**src/rtl/text_frame_queue_pkg.sv**
```systemverilog
// Shared types and constants for the text frame queue between min_os RX and TX.
package text_queue_pkg;

   localparam int unsigned TEXT_MAX_BYTES = 32;
   localparam int unsigned TEXT_BUS_W     = TEXT_MAX_BYTES * 8;
   localparam int unsigned SIZE_W         = 8;

   typedef logic [TEXT_BUS_W-1:0] text_bus_t;
   typedef logic [SIZE_W-1:0]     text_size_t;

   typedef struct packed {
      text_bus_t  bytes;
      text_size_t size;
   } frame_t;

   typedef enum logic [1:0] {IDLE, LOAD, PRESENT} tx_state_e;

   function automatic text_size_t clamp_size(input text_size_t size, input text_size_t max_size);
      return (size > max_size) ? max_size : size;
   endfunction

endpackage

```
**src/rtl/text_frame_queue_if.sv**
```systemverilog
// RX capture and TX valid/ready handshake signals of the text frame queue.
interface text_frame_queue_if;
   import text_queue_pkg::*;

   text_bus_t  rx_text_bytes;
   text_size_t rx_text_size;
   logic       rx_is_text_ready;
   text_bus_t  tx_text_bytes;
   text_size_t tx_text_size;
   logic       tx_text_valid;
   logic       tx_text_ready;

   // Environment side: drives RX and the TX ready.
   modport master (
      output rx_text_bytes, rx_text_size, rx_is_text_ready, tx_text_ready,
      input  tx_text_bytes, tx_text_size, tx_text_valid
   );

   // Queue side.
   modport slave (
      input  rx_text_bytes, rx_text_size, rx_is_text_ready, tx_text_ready,
      output tx_text_bytes, tx_text_size, tx_text_valid
   );

endinterface

```
**src/rtl/text_frame_queue_fifo.sv**
```systemverilog
// Circular frame store with extra-msb pointers and a read register loaded on pop.
module frame_fifo
   import text_queue_pkg::*;
#(
   parameter int unsigned Depth = 4
) (
   input  logic                       clk_i,
   input  logic                       rst_ni,
   input  logic                       push_i,
   input  frame_t                     wdata_i,
   input  logic                       pop_i,
   output frame_t                     rdata_o,
   output logic                       full_o,
   output logic                       empty_o,
   output logic [$clog2(Depth):0]     level_o
);

   localparam int unsigned AddrW = $clog2(Depth);

   logic [AddrW:0] wr_ptr_q, rd_ptr_q;
   frame_t         rdata_q;
   frame_t         mem_q [Depth];
   logic           push_ok, pop_ok;

   assign empty_o = (wr_ptr_q == rd_ptr_q);
   assign full_o  = (wr_ptr_q[AddrW] != rd_ptr_q[AddrW]) &&
                    (wr_ptr_q[AddrW-1:0] == rd_ptr_q[AddrW-1:0]);
   assign level_o = wr_ptr_q - rd_ptr_q;
   assign rdata_o = rdata_q;

   assign pop_ok  = pop_i & ~empty_o;
   // A push into a full store is legal only when the head leaves in the same cycle.
   assign push_ok = push_i & (~full_o | pop_ok);

   always_ff @(posedge clk_i or negedge rst_ni) begin
      if (!rst_ni) begin
         wr_ptr_q <= '0;
         rd_ptr_q <= '0;
         rdata_q  <= '0;
      end else begin
         if (push_ok) wr_ptr_q <= wr_ptr_q + 1'b1;
         if (pop_ok) begin
            rd_ptr_q <= rd_ptr_q + 1'b1;
            rdata_q  <= mem_q[rd_ptr_q[AddrW-1:0]];
         end
      end
   end

   always_ff @(posedge clk_i) begin
      if (push_ok) mem_q[wr_ptr_q[AddrW-1:0]] <= wdata_i;
   end

endmodule

```
**src/rtl/text_frame_queue.sv**
```systemverilog
// Edge-detected capture of min_os text frames into a queue, replayed to TX with
// valid/ready, plus byte/peek/drop statistics for the LED mux.
module text_frame_queue
   import text_queue_pkg::*;
#(
   parameter int unsigned MAX_BYTES = TEXT_MAX_BYTES,
   parameter int unsigned DEPTH     = 4
) (
   input  logic                    CLK,
   input  logic                    RST_N,
   text_frame_queue_if.slave       txt,
   output logic [7:0]              byte_total,
   output logic [7:0]              peek_0,
   output logic [7:0]              peek_1,
   output logic [7:0]              peek_2,
   output logic [7:0]              drop_count,
   output logic [$clog2(DEPTH):0]  queue_level
);

   logic       ready_q;
   logic       frame_event, frame_valid, push, drop;
   logic       pop, load, tx_valid;
   logic       full, empty;
   text_size_t rx_size;
   frame_t     wr_frame, head;
   tx_state_e  state_q, state_d;
   text_bus_t  tx_bytes_q;
   text_size_t tx_size_q;
   logic [7:0] byte_total_q, peek_0_q, peek_1_q, peek_2_q, drop_count_q;

   assign frame_event    = txt.rx_is_text_ready & ~ready_q;
   assign rx_size        = clamp_size(txt.rx_text_size, text_size_t'(MAX_BYTES));
   assign frame_valid    = frame_event & (rx_size != '0);
   assign push           = frame_valid & (~full | pop);
   assign drop           = frame_valid & full & ~pop;
   assign wr_frame.bytes = txt.rx_text_bytes;
   assign wr_frame.size  = rx_size;

   frame_fifo #(
      .Depth (DEPTH)
   ) u_fifo (
      .clk_i   (CLK),
      .rst_ni  (RST_N),
      .push_i  (push),
      .wdata_i (wr_frame),
      .pop_i   (pop),
      .rdata_o (head),
      .full_o  (full),
      .empty_o (empty),
      .level_o (queue_level)
   );

   always_ff @(posedge CLK or negedge RST_N) begin
      if (!RST_N) begin
         ready_q      <= 1'b0;
         byte_total_q <= '0;
         peek_0_q     <= '0;
         peek_1_q     <= '0;
         peek_2_q     <= '0;
         drop_count_q <= '0;
      end else begin
         ready_q <= txt.rx_is_text_ready;
         if (push) begin
            byte_total_q <= byte_total_q + rx_size;
            peek_0_q     <= txt.rx_text_bytes[15:8];
            peek_1_q     <= txt.rx_text_bytes[23:16];
            peek_2_q     <= txt.rx_text_bytes[31:24];
         end
         if (drop && drop_count_q != 8'hFF) drop_count_q <= drop_count_q + 8'd1;
      end
   end

   always_ff @(posedge CLK or negedge RST_N) begin
      if (!RST_N) state_q <= IDLE;
      else        state_q <= state_d;
   end

   always_comb begin
      state_d = state_q;
      unique case (state_q)
         IDLE:    if (!empty) state_d = LOAD;
         LOAD:    state_d = PRESENT;
         PRESENT: if (txt.tx_text_ready) state_d = empty ? IDLE : LOAD;
         default: state_d = IDLE;
      endcase
   end

   // Pop one cycle ahead of LOAD so the fifo read register holds the head in LOAD.
   always_comb begin
      pop      = 1'b0;
      load     = 1'b0;
      tx_valid = 1'b0;
      unique case (state_q)
         IDLE:    pop = ~empty;
         LOAD:    load = 1'b1;
         PRESENT: begin
            tx_valid = 1'b1;
            pop      = txt.tx_text_ready & ~empty;
         end
         default: ;
      endcase
   end

   always_ff @(posedge CLK or negedge RST_N) begin
      if (!RST_N) begin
         tx_bytes_q <= '0;
         tx_size_q  <= '0;
      end else if (load) begin
         tx_bytes_q <= head.bytes;
         tx_size_q  <= head.size;
      end
   end

   assign txt.tx_text_bytes = tx_bytes_q;
   assign txt.tx_text_size  = tx_size_q;
   assign txt.tx_text_valid = tx_valid;
   assign byte_total        = byte_total_q;
   assign peek_0            = peek_0_q;
   assign peek_1            = peek_1_q;
   assign peek_2            = peek_2_q;
   assign drop_count        = drop_count_q;

endmodule

```
**src/flat_wrapper.sv**
```systemverilog
// flat-port wrapper written by rule: the top's interface ports become plain ports
module text_frame_queue_flat import text_queue_pkg::*;
#(
   parameter int unsigned MAX_BYTES = TEXT_MAX_BYTES,
   parameter int unsigned DEPTH     = 4
)
  (CLK, RST_N, byte_total, peek_0, peek_1, peek_2, drop_count, queue_level, txt_rx_text_bytes, txt_rx_text_size, txt_rx_is_text_ready, txt_tx_text_ready, txt_tx_text_bytes, txt_tx_text_size, txt_tx_text_valid);
  text_frame_queue_if txt_i ();
  input  logic CLK;
  input  logic RST_N;
  output logic [7:0] byte_total;
  output logic [7:0] peek_0;
  output logic [7:0] peek_1;
  output logic [7:0] peek_2;
  output logic [7:0] drop_count;
  output logic [$clog2(DEPTH):0] queue_level;
  input wire logic [$bits(txt_i.rx_text_bytes)-1:0] txt_rx_text_bytes;
  input wire logic [$bits(txt_i.rx_text_size)-1:0] txt_rx_text_size;
  input wire logic [$bits(txt_i.rx_is_text_ready)-1:0] txt_rx_is_text_ready;
  input wire logic [$bits(txt_i.tx_text_ready)-1:0] txt_tx_text_ready;
  output wire logic [$bits(txt_i.tx_text_bytes)-1:0] txt_tx_text_bytes;
  output wire logic [$bits(txt_i.tx_text_size)-1:0] txt_tx_text_size;
  output wire logic [$bits(txt_i.tx_text_valid)-1:0] txt_tx_text_valid;
  assign txt_i.rx_text_bytes = txt_rx_text_bytes;
  assign txt_i.rx_text_size = txt_rx_text_size;
  assign txt_i.rx_is_text_ready = txt_rx_is_text_ready;
  assign txt_i.tx_text_ready = txt_tx_text_ready;
  assign txt_tx_text_bytes = txt_i.tx_text_bytes;
  assign txt_tx_text_size = txt_i.tx_text_size;
  assign txt_tx_text_valid = txt_i.tx_text_valid;
  text_frame_queue #(.MAX_BYTES(MAX_BYTES), .DEPTH(DEPTH)) u_core (.CLK(CLK), .RST_N(RST_N), .txt(txt_i), .byte_total(byte_total), .peek_0(peek_0), .peek_1(peek_1), .peek_2(peek_2), .drop_count(drop_count), .queue_level(queue_level));
endmodule
```
**config.mk**
```make
export PLATFORM = sky130hd
export DESIGN_NAME = text_frame_queue_flat
export DESIGN_NICKNAME = d
export VERILOG_FILES = /design/src/rtl/text_frame_queue_pkg.sv /design/src/rtl/text_frame_queue_if.sv /design/src/rtl/text_frame_queue_fifo.sv /design/src/rtl/text_frame_queue.sv /design/src/flat_wrapper.sv
export SDC_FILE = /design/constraint.sdc
export NUM_CORES = 2
export LEC_CHECK = 0
export ABC_AREA = 1
export BUFFER_PORTS_ARGS = -buffer_cell sky130_fd_sc_hd__buf_4
export CAP_MARGIN = 20
export CORE_MARGIN = 5
export CORE_UTILIZATION = 40
export DETAILED_ROUTE_END_ITERATION = 8
export GPL_TIMING_DRIVEN = 0
export HOLD_SLACK_MARGIN = 0.12
export PLACE_DENSITY = 0.56
export SLEW_MARGIN = 10
export SYNTH_ARGS = -nofsm -noshare
export SYNTH_HDL_FRONTEND = slang
export SYNTH_SLANG_ARGS = --single-unit
```
**constraint.sdc**
```tcl
create_clock -name CLK -period 14.43 [get_ports CLK]
set_input_delay 2.1645 -clock CLK [delete_from_list [all_inputs] [get_ports CLK]]
set_output_delay 2.1645 -clock CLK [all_outputs]
set_load 0.05 [all_outputs]
```
Word-level counts from Yosys, hierarchy flattened:

Memories as Yosys holds them, arrays and structs flattened. A register that Yosys moved wholly into a read port is not among the register bits.
Cells that the tools add are included.
Widths: inputs -> output; s select.

* mux-type cells: 10
* bitwise gates (word level): 14
* equal/unequal tests: 8
* $lt $le $gt $ge: 1
* add/subtract/negate cells: 5
* reduce and logical (&&, ||, !) cells: 6

Operator list (count)
* $add 8x1->8 const B: 1
* $add 8x8->8: 1
* $and 1x1->1: 8
* $gt 8x6->1 const B: 1
* $mux 8: 1
* $ne 8x8->1 const B: 1
* $reduce_bool 8->1: 1
* $add 3x1->3 const B: 2
* $pmux 2 s3: 1
* $mux 1: 5
* $mux 2: 2
* $ne 2x2->1 const B: 2
* $not 1->1: 4
* $eq 3x3->1: 1
* $sub 3x3->3: 1
* $eq 2x1->1 const B: 1
* $eq 2x2->1: 1
* $eq 2x2->1 const B: 1
* $logic_and 1x1->1: 2
* $logic_not 2->1: 1
* $or 1x1->1: 2
* $pmux 1 s2: 1
* $reduce_and 2->1: 1
* $logic_not 1->1: 1
* $ne 1x1->1: 1

* flip-flop bits (word level): 313
* logic and storage cells: 56
* memories kept: 1
* memory bits (writable): 1056
* bits of input ports: 268

Memories
* u_core.u_fifo.mem_q: depth 4, width 264, read ports 1, clocked after Yosys merged registers in 1, write ports 1, RTL line text_frame_queue_fifo.sv:22 `frame_t mem_q [Depth];`

Longest topological paths before layout:

* depth after elaboration: 9
* depth in mapped cells: 14

Hierarchy:

From an unflattened synthesis, not the netlist that was laid out.

* cell total of the unflattened synthesis: 5090
* area total of the unflattened synthesis: 62548.7 µm²

Modules (own cells, without submodules)
* frame_fifo: cells each 4260, area an instance 50631.1 µm², times used 1
* text_frame_queue: cells each 830, area an instance 11917.7 µm², times used 1

Worst setup path before layout:

Ideal clock, no wire load.

* kind: input -> register
* from: in txt_tx_text_ready
* to: mem u_core.u_fifo.mem_q[0][0] in the netlist's numbering (enable)
* path buffers: 1
* library setup time: 893 ps
* data required time: 13537 ps
* arrival time: 13752 ps
* path slack: -215 ps
* stages: 7
* cells stage by stage: inv_1 -> a21oi_2 -> nor2_1 -> nand2_1 -> nand3_2 -> buf_2 -> nor2_1

* longest elaborated chain between the ends: 7

Ends and longest elaborated chain
* from (decl): RTL line flat_wrapper.sv:20 `input wire logic [$bits(txt_i.tx_text_ready)-1:0] txt_tx_text_ready;`
* $and 1x1->1 (*): RTL line text_frame_queue.sv:98 `pop = txt.tx_text_ready & ~empty;`
* $pmux 1 s2 (*): RTL line text_frame_queue.sv:93 `unique case (state_q)`
* $or 1x1->1 or $and 1x1->1 (tied branches): RTL line text_frame_queue.sv:34, text_frame_queue_fifo.sv:31
* $and 1x1->1 or $or 1x1->1 (tied branches): RTL line text_frame_queue.sv:34, text_frame_queue_fifo.sv:33
* $and 1x1->1 (*): RTL line text_frame_queue_fifo.sv:33 `assign push_ok = push_i & (~full_o | pop_ok);`
* $mux 1 (*): RTL line text_frame_queue_fifo.sv:50 `if (push_ok) mem_q[wr_ptr_q[AddrW-1:0]] <= wdata_i;`
* $mux 1 (implied by the code) (*): RTL line text_frame_queue_fifo.sv:50
* to (decl): RTL line text_frame_queue_fifo.sv:22

Every way passes the cells marked *; elsewhere a longest branch is shown, timed or not.

Worst setup path after layout:

* from: reg u_core.u_fifo.rd_ptr_q[1]
* to: mem u_core.u_fifo.mem_q[1][74] in the netlist's numbering (enable)

* longest elaborated chain between the ends: 9

Ends and longest elaborated chain
* from (decl): RTL line text_frame_queue_fifo.sv:20 `logic [AddrW:0] wr_ptr_q, rd_ptr_q;`
* from (signal assigned): RTL line text_frame_queue_fifo.sv:43 `rd_ptr_q <= rd_ptr_q + 1'b1;`
* $eq 3x3->1: RTL line text_frame_queue_fifo.sv:25 `assign empty_o = (wr_ptr_q == rd_ptr_q);`
* $not 1->1: RTL line text_frame_queue_fifo.sv:31, text_frame_queue.sv:94, text_frame_queue.sv:98
* $and 1x1->1: RTL line text_frame_queue.sv:98
* $pmux 1 s2: RTL line text_frame_queue.sv:93
* $or 1x1->1 or $and 1x1->1 (tied branches): RTL line text_frame_queue.sv:34, text_frame_queue_fifo.sv:31
* $and 1x1->1 or $or 1x1->1 (tied branches): RTL line text_frame_queue.sv:34, text_frame_queue_fifo.sv:33
* $and 1x1->1 (*): RTL line text_frame_queue_fifo.sv:33
* $mux 1 (*): RTL line text_frame_queue_fifo.sv:50
* $mux 1 (implied by the code) (*): RTL line text_frame_queue_fifo.sv:50

Marks and branches as above.

==> results.toml <==
[drt]
wl_met1_mm = 76.3
via_density_per_instance = 5.08
met2WireLength_mm = 83.2
topRoutingLayerUsed = "met5"
drcViolationCount = 0
drtAntennaViolNets = 0
detailroute.wirelength.met3_mm = 14.6
drtPass1Iterations = 5
drtIter0Drc = 2745
postRouteWirelength_mm = 179
routedWlPerCell_um = 22.9
vias = 39700

[global_routing]
global_route.usage.total_pct = 21.8
grt_overflow = 0
antenna_found_initial = 47
grt_pass1_wl_mm = 262
first_global_vias = 39600
pin_count_of_the_biggest_net_entering_global_routing = 103

[hold_path]
worstHoldPathType = "flop to flop"

[timing]
final-max-slew-violation-count = 0
setup_repair_after_global_routing_missed_its_margin = "false"
max_slew_margin_pct = 45.2
fin_skew_ns = 0.0204
final_period_minus_worst_setup_slack_ns = 4.82
hold_violations = 0
tightest_slew_ns = 0.820
finalCritPeriodShare_pct = 33.4
setup_violations_final = 0
max_freq_mhz = 208

[placed_design]
placed_cells = 7484
gp_congestion = 0.799
portBuffers = 575
place.detailed.hpwl_mm = 122
instance_area_after_placement_sq_mm = 0.0691

[yosys]
postSynthCellCount = 4821
synth-warning-count = 0
syn-cell-area_sq_mm = 0.0610
synth-seq-area-share_pct = 75.6
synth_cell_type_count = 37
avgSynthCellArea_sq_um = 12.7
synth-seq-cells = 1633

[cells_and_area]
util_after_layout_pct = 49.2
finish.cell_count_without_fillers = 7827
fraction_of_final_layout_cells_sized_beyond_drive_strength_1_pct = 18.7
syn_to_final_growth_pct = 22.5
stdcell_area_sq_mm = 0.0748
n_fill_cell = 13500
final_nets = 5909

[critical_path]
slowest_delay_ns = 0.67
cp-end-kind = "flop"
critical_path.top_delay_family = "buffers and inverters"
arrival_ns = 5.30
rrSetupSlack_ns = 9.61
worst-endpoint-required_ns = 14.91
path_buf_inv = 10
crit_path_max_fanout = 21
worst-setup-path-type = "flop to flop"
critPathLaunchType = "flop"
slowest_library_cell_on_the_worst_path = "sky130_fd_sc_hd__nor2_4"
crit_path_cell_trace = "inv_2 > buf_2 > clkbuf_1 > ha_1 > nand2_1 > nor2_1 > nand2_1 > nand3_2 > buf_2 > nor2_4 > buf_16 > buf_12 > buf_16 > buf_16 > buf_16 > buf_12"
critPathMostFrequentCell = "sky130_fd_sc_hd__buf_16"

[floorplanning]
std_cell_rows = 143
fp.dieH_um = 401
initial_core_util_pct = 40.2
number_of_primary_i_o_pins = 576
core_outline_area_sq_mm = 0.152
horizontal_extent_of_the_die_um = 401
design.die.area_sq_mm = 0.161

[power_and_ir_drop]
ir_worst_vdd_mv = 0.126
power_total_uw = 18100
cellPowerDensity_mw_per_mm2 = 242
leakage_uw = 0.0294

[run]
reported_max_cap_violation_count = 0

[clock_tree]
path_clk_slew_ns = 0.06
max-clock-path-buffers = 3
ctsResizeCount = 0
tritoncts_num_sinks = 1633
clock_tree.root_cell = "sky130_fd_sc_hd__clkbuf_16"
holdBufCountCts = 0
post-cts-setup-buffer-count = 0
cts_tree = "done"
cts_made_buffers = 169
htree_levels = 4
clock_insertion_delay_worst_skew_ns = 0.79

[run_status]
status = "complete, no violations"
-- Yosys cell counts --
library cell | number | share of area, %
sky130_fd_sc_hd__a31oi_1 | 1 | 0.010
sky130_fd_sc_hd__buf_2 | 111 | 0.91
sky130_fd_sc_hd__o21ai_4 | 1 | 0.027
sky130_fd_sc_hd__conb_1 | 1 | 0.0061
sky130_fd_sc_hd__edfxtp_1 | 1056 | 52
sky130_fd_sc_hd__nand2_1 | 651 | 4.0
sky130_fd_sc_hd__a21oi_2 | 1 | 0.014
sky130_fd_sc_hd__dfrtp_1 | 577 | 24
sky130_fd_sc_hd__a21o_1 | 2 | 0.025
sky130_fd_sc_hd__buf_8 | 4 | 0.098
sky130_fd_sc_hd__inv_4 | 1 | 0.010
sky130_fd_sc_hd__nor2_1 | 550 | 3.4
sky130_fd_sc_hd__buf_4 | 18 | 0.22
sky130_fd_sc_hd__o21ai_1 | 416 | 3.4
sky130_fd_sc_hd__nand4_1 | 2 | 0.020
sky130_fd_sc_hd__nor3_1 | 3 | 0.025
sky130_fd_sc_hd__nand3b_1 | 2 | 0.025
sky130_fd_sc_hd__inv_2 | 3 | 0.018
sky130_fd_sc_hd__buf_6 | 46 | 0.85
sky130_fd_sc_hd__nor2_2 | 2 | 0.020
sky130_fd_sc_hd__xnor2_1 | 4 | 0.057
sky130_fd_sc_hd__nand3_2 | 1 | 0.016
sky130_fd_sc_hd__ha_1 | 15 | 0.31
sky130_fd_sc_hd__a21oi_1 | 5 | 0.041
sky130_fd_sc_hd__clkbuf_1 | 116 | 0.71
sky130_fd_sc_hd__xor2_1 | 9 | 0.13
sky130_fd_sc_hd__buf_12 | 1 | 0.033
sky130_fd_sc_hd__o22ai_1 | 264 | 2.7
sky130_fd_sc_hd__fa_1 | 1 | 0.033
sky130_fd_sc_hd__nand3_1 | 9 | 0.074
sky130_fd_sc_hd__inv_12 | 1 | 0.027
sky130_fd_sc_hd__nand2_2 | 2 | 0.020
sky130_fd_sc_hd__inv_1 | 291 | 1.8
sky130_fd_sc_hd__o21ai_0 | 650 | 5.3
sky130_fd_sc_hd__a211oi_1 | 1 | 0.012
sky130_fd_sc_hd__o21bai_1 | 1 | 0.012
sky130_fd_sc_hd__clkbuf_2 | 2 | 0.016
-- routing by layer --
metal,up-vias,track usage (%)
li1,18500,-
met2,1234,34.6
met5,-,0
met3,246,6.11
met4,22,6.47
met1,19700,29.5
-- power by group --
| group | switching, uW | internal (uW) |
|---|---|---|
| clock | 1850 | 2510 |
| combinational | 5150 | 2040 |
| sequential | 383 | 6130 |
-- path summary, 6_finish.rpt --
check,startpoint,end,cells past startpoint
min reg2reg,u_core.txt.tx_text_bytes[227]$_DFFE_PN0N_,u_core.txt.tx_text_bytes[227]$_DFFE_PN0N_,2
max reg2reg,u_core.u_fifo.rd_ptr_q[1]$_DFFE_PN0P_,u_core.u_fifo.mem_q[1][74]$_DFFE_PP_,16
min,u_core.txt.tx_text_bytes[227]$_DFFE_PN0N_,u_core.txt.tx_text_bytes[227]$_DFFE_PN0N_,2
max,u_core.u_fifo.rd_ptr_q[1]$_DFFE_PN0P_,u_core.u_fifo.mem_q[1][74]$_DFFE_PP_,16
min in group asynchronous,RST_N,u_core.txt.tx_text_bytes[211]$_DFFE_PN0N_,1
max in group asynchronous,RST_N,u_core.txt.tx_text_bytes[104]$_DFFE_PN0N_,3
-- tightest hold or removal path, delay by kind of cell, from the launching register on --
family	cells	cell delay, ns
flip-flops	1	0.34
AND/OR/NAND/NOR	1	0.05
AO/OA/AOI/OAI	1	0.05
-- metrics by stage --
stage | hold slack [ns] | worst slack, ns | setup TNS, ns
CTS | 0.486 | 9.47 | 0
finish | 0.482 | 9.61 | 0
floorplan | 0.483 | -0.215 | -170.28
detailed placement | 0.467 | 8.92 | 0
global placement | 0.466 | -11.38 | -8516.64
global route | 0.500 | 9.39 | 0
-- cell usage in the layout (no fill, tap or decap), types with 46 or more instances in the layout --
cell type and n:
sky130_fd_sc_hd__buf_6 46, sky130_fd_sc_hd__nand2_1 651, sky130_fd_sc_hd__edfxtp_1 1056, sky130_fd_sc_hd__o22ai_1 264, sky130_fd_sc_hd__clkbuf_1 166, sky130_fd_sc_hd__o21ai_1 416
sky130_fd_sc_hd__buf_2 111, sky130_fd_sc_hd__nor2_1 547, sky130_fd_sc_hd__buf_4 592, sky130_fd_sc_hd__dfrtp_1 577, sky130_fd_sc_hd__clkbuf_16 176, sky130_fd_sc_hd__inv_1 290
sky130_fd_sc_hd__o21ai_0 650
-- registers in the layout, summed over array words and instances (netlist names) --
register and flops:
u_core.u_fifo.mem_q 1056, u_core.u_fifo.rdata_o 264, u_core.txt.tx_text_bytes 256, u_core.byte_total 8, u_core.drop_count 8, u_core.peek_0 8
u_core.peek_1 8, u_core.peek_2 8, u_core.txt.tx_text_size 8, u_core.u_fifo.rd_ptr_q 3, u_core.u_fifo.wr_ptr_q 3, u_core.state_q 2
u_core.ready_q 1
-- cells by family after synthesis --
family | share of synthesized area [%]
AOI/OAI and AO/OA | 11.6
xor gates and xnor gates | 0.187
adders and majority gates | 0.340
buffers and inverters | 4.69
DFF | 75.6
other | 0.00614
and+or+nand+nor | 7.59
-- layout make-up --
cell class	count	area, sq um	share of cell area, %
Sequential cell	1633	46100	61.7
Multi-Input combinational cell	2602	12100	16.2
Timing Repair Buffer	625	5490	7.34
Clock buffer	245	4830	6.46
Tap cell	2030	2540	3.40
Buffer	298	1740	2.32
Inverter	296	1130	1.52
Clock inverter	75	749	1.00
Antenna cell	23	57.6	0.0770
Power figures use the tool's default switching activity.
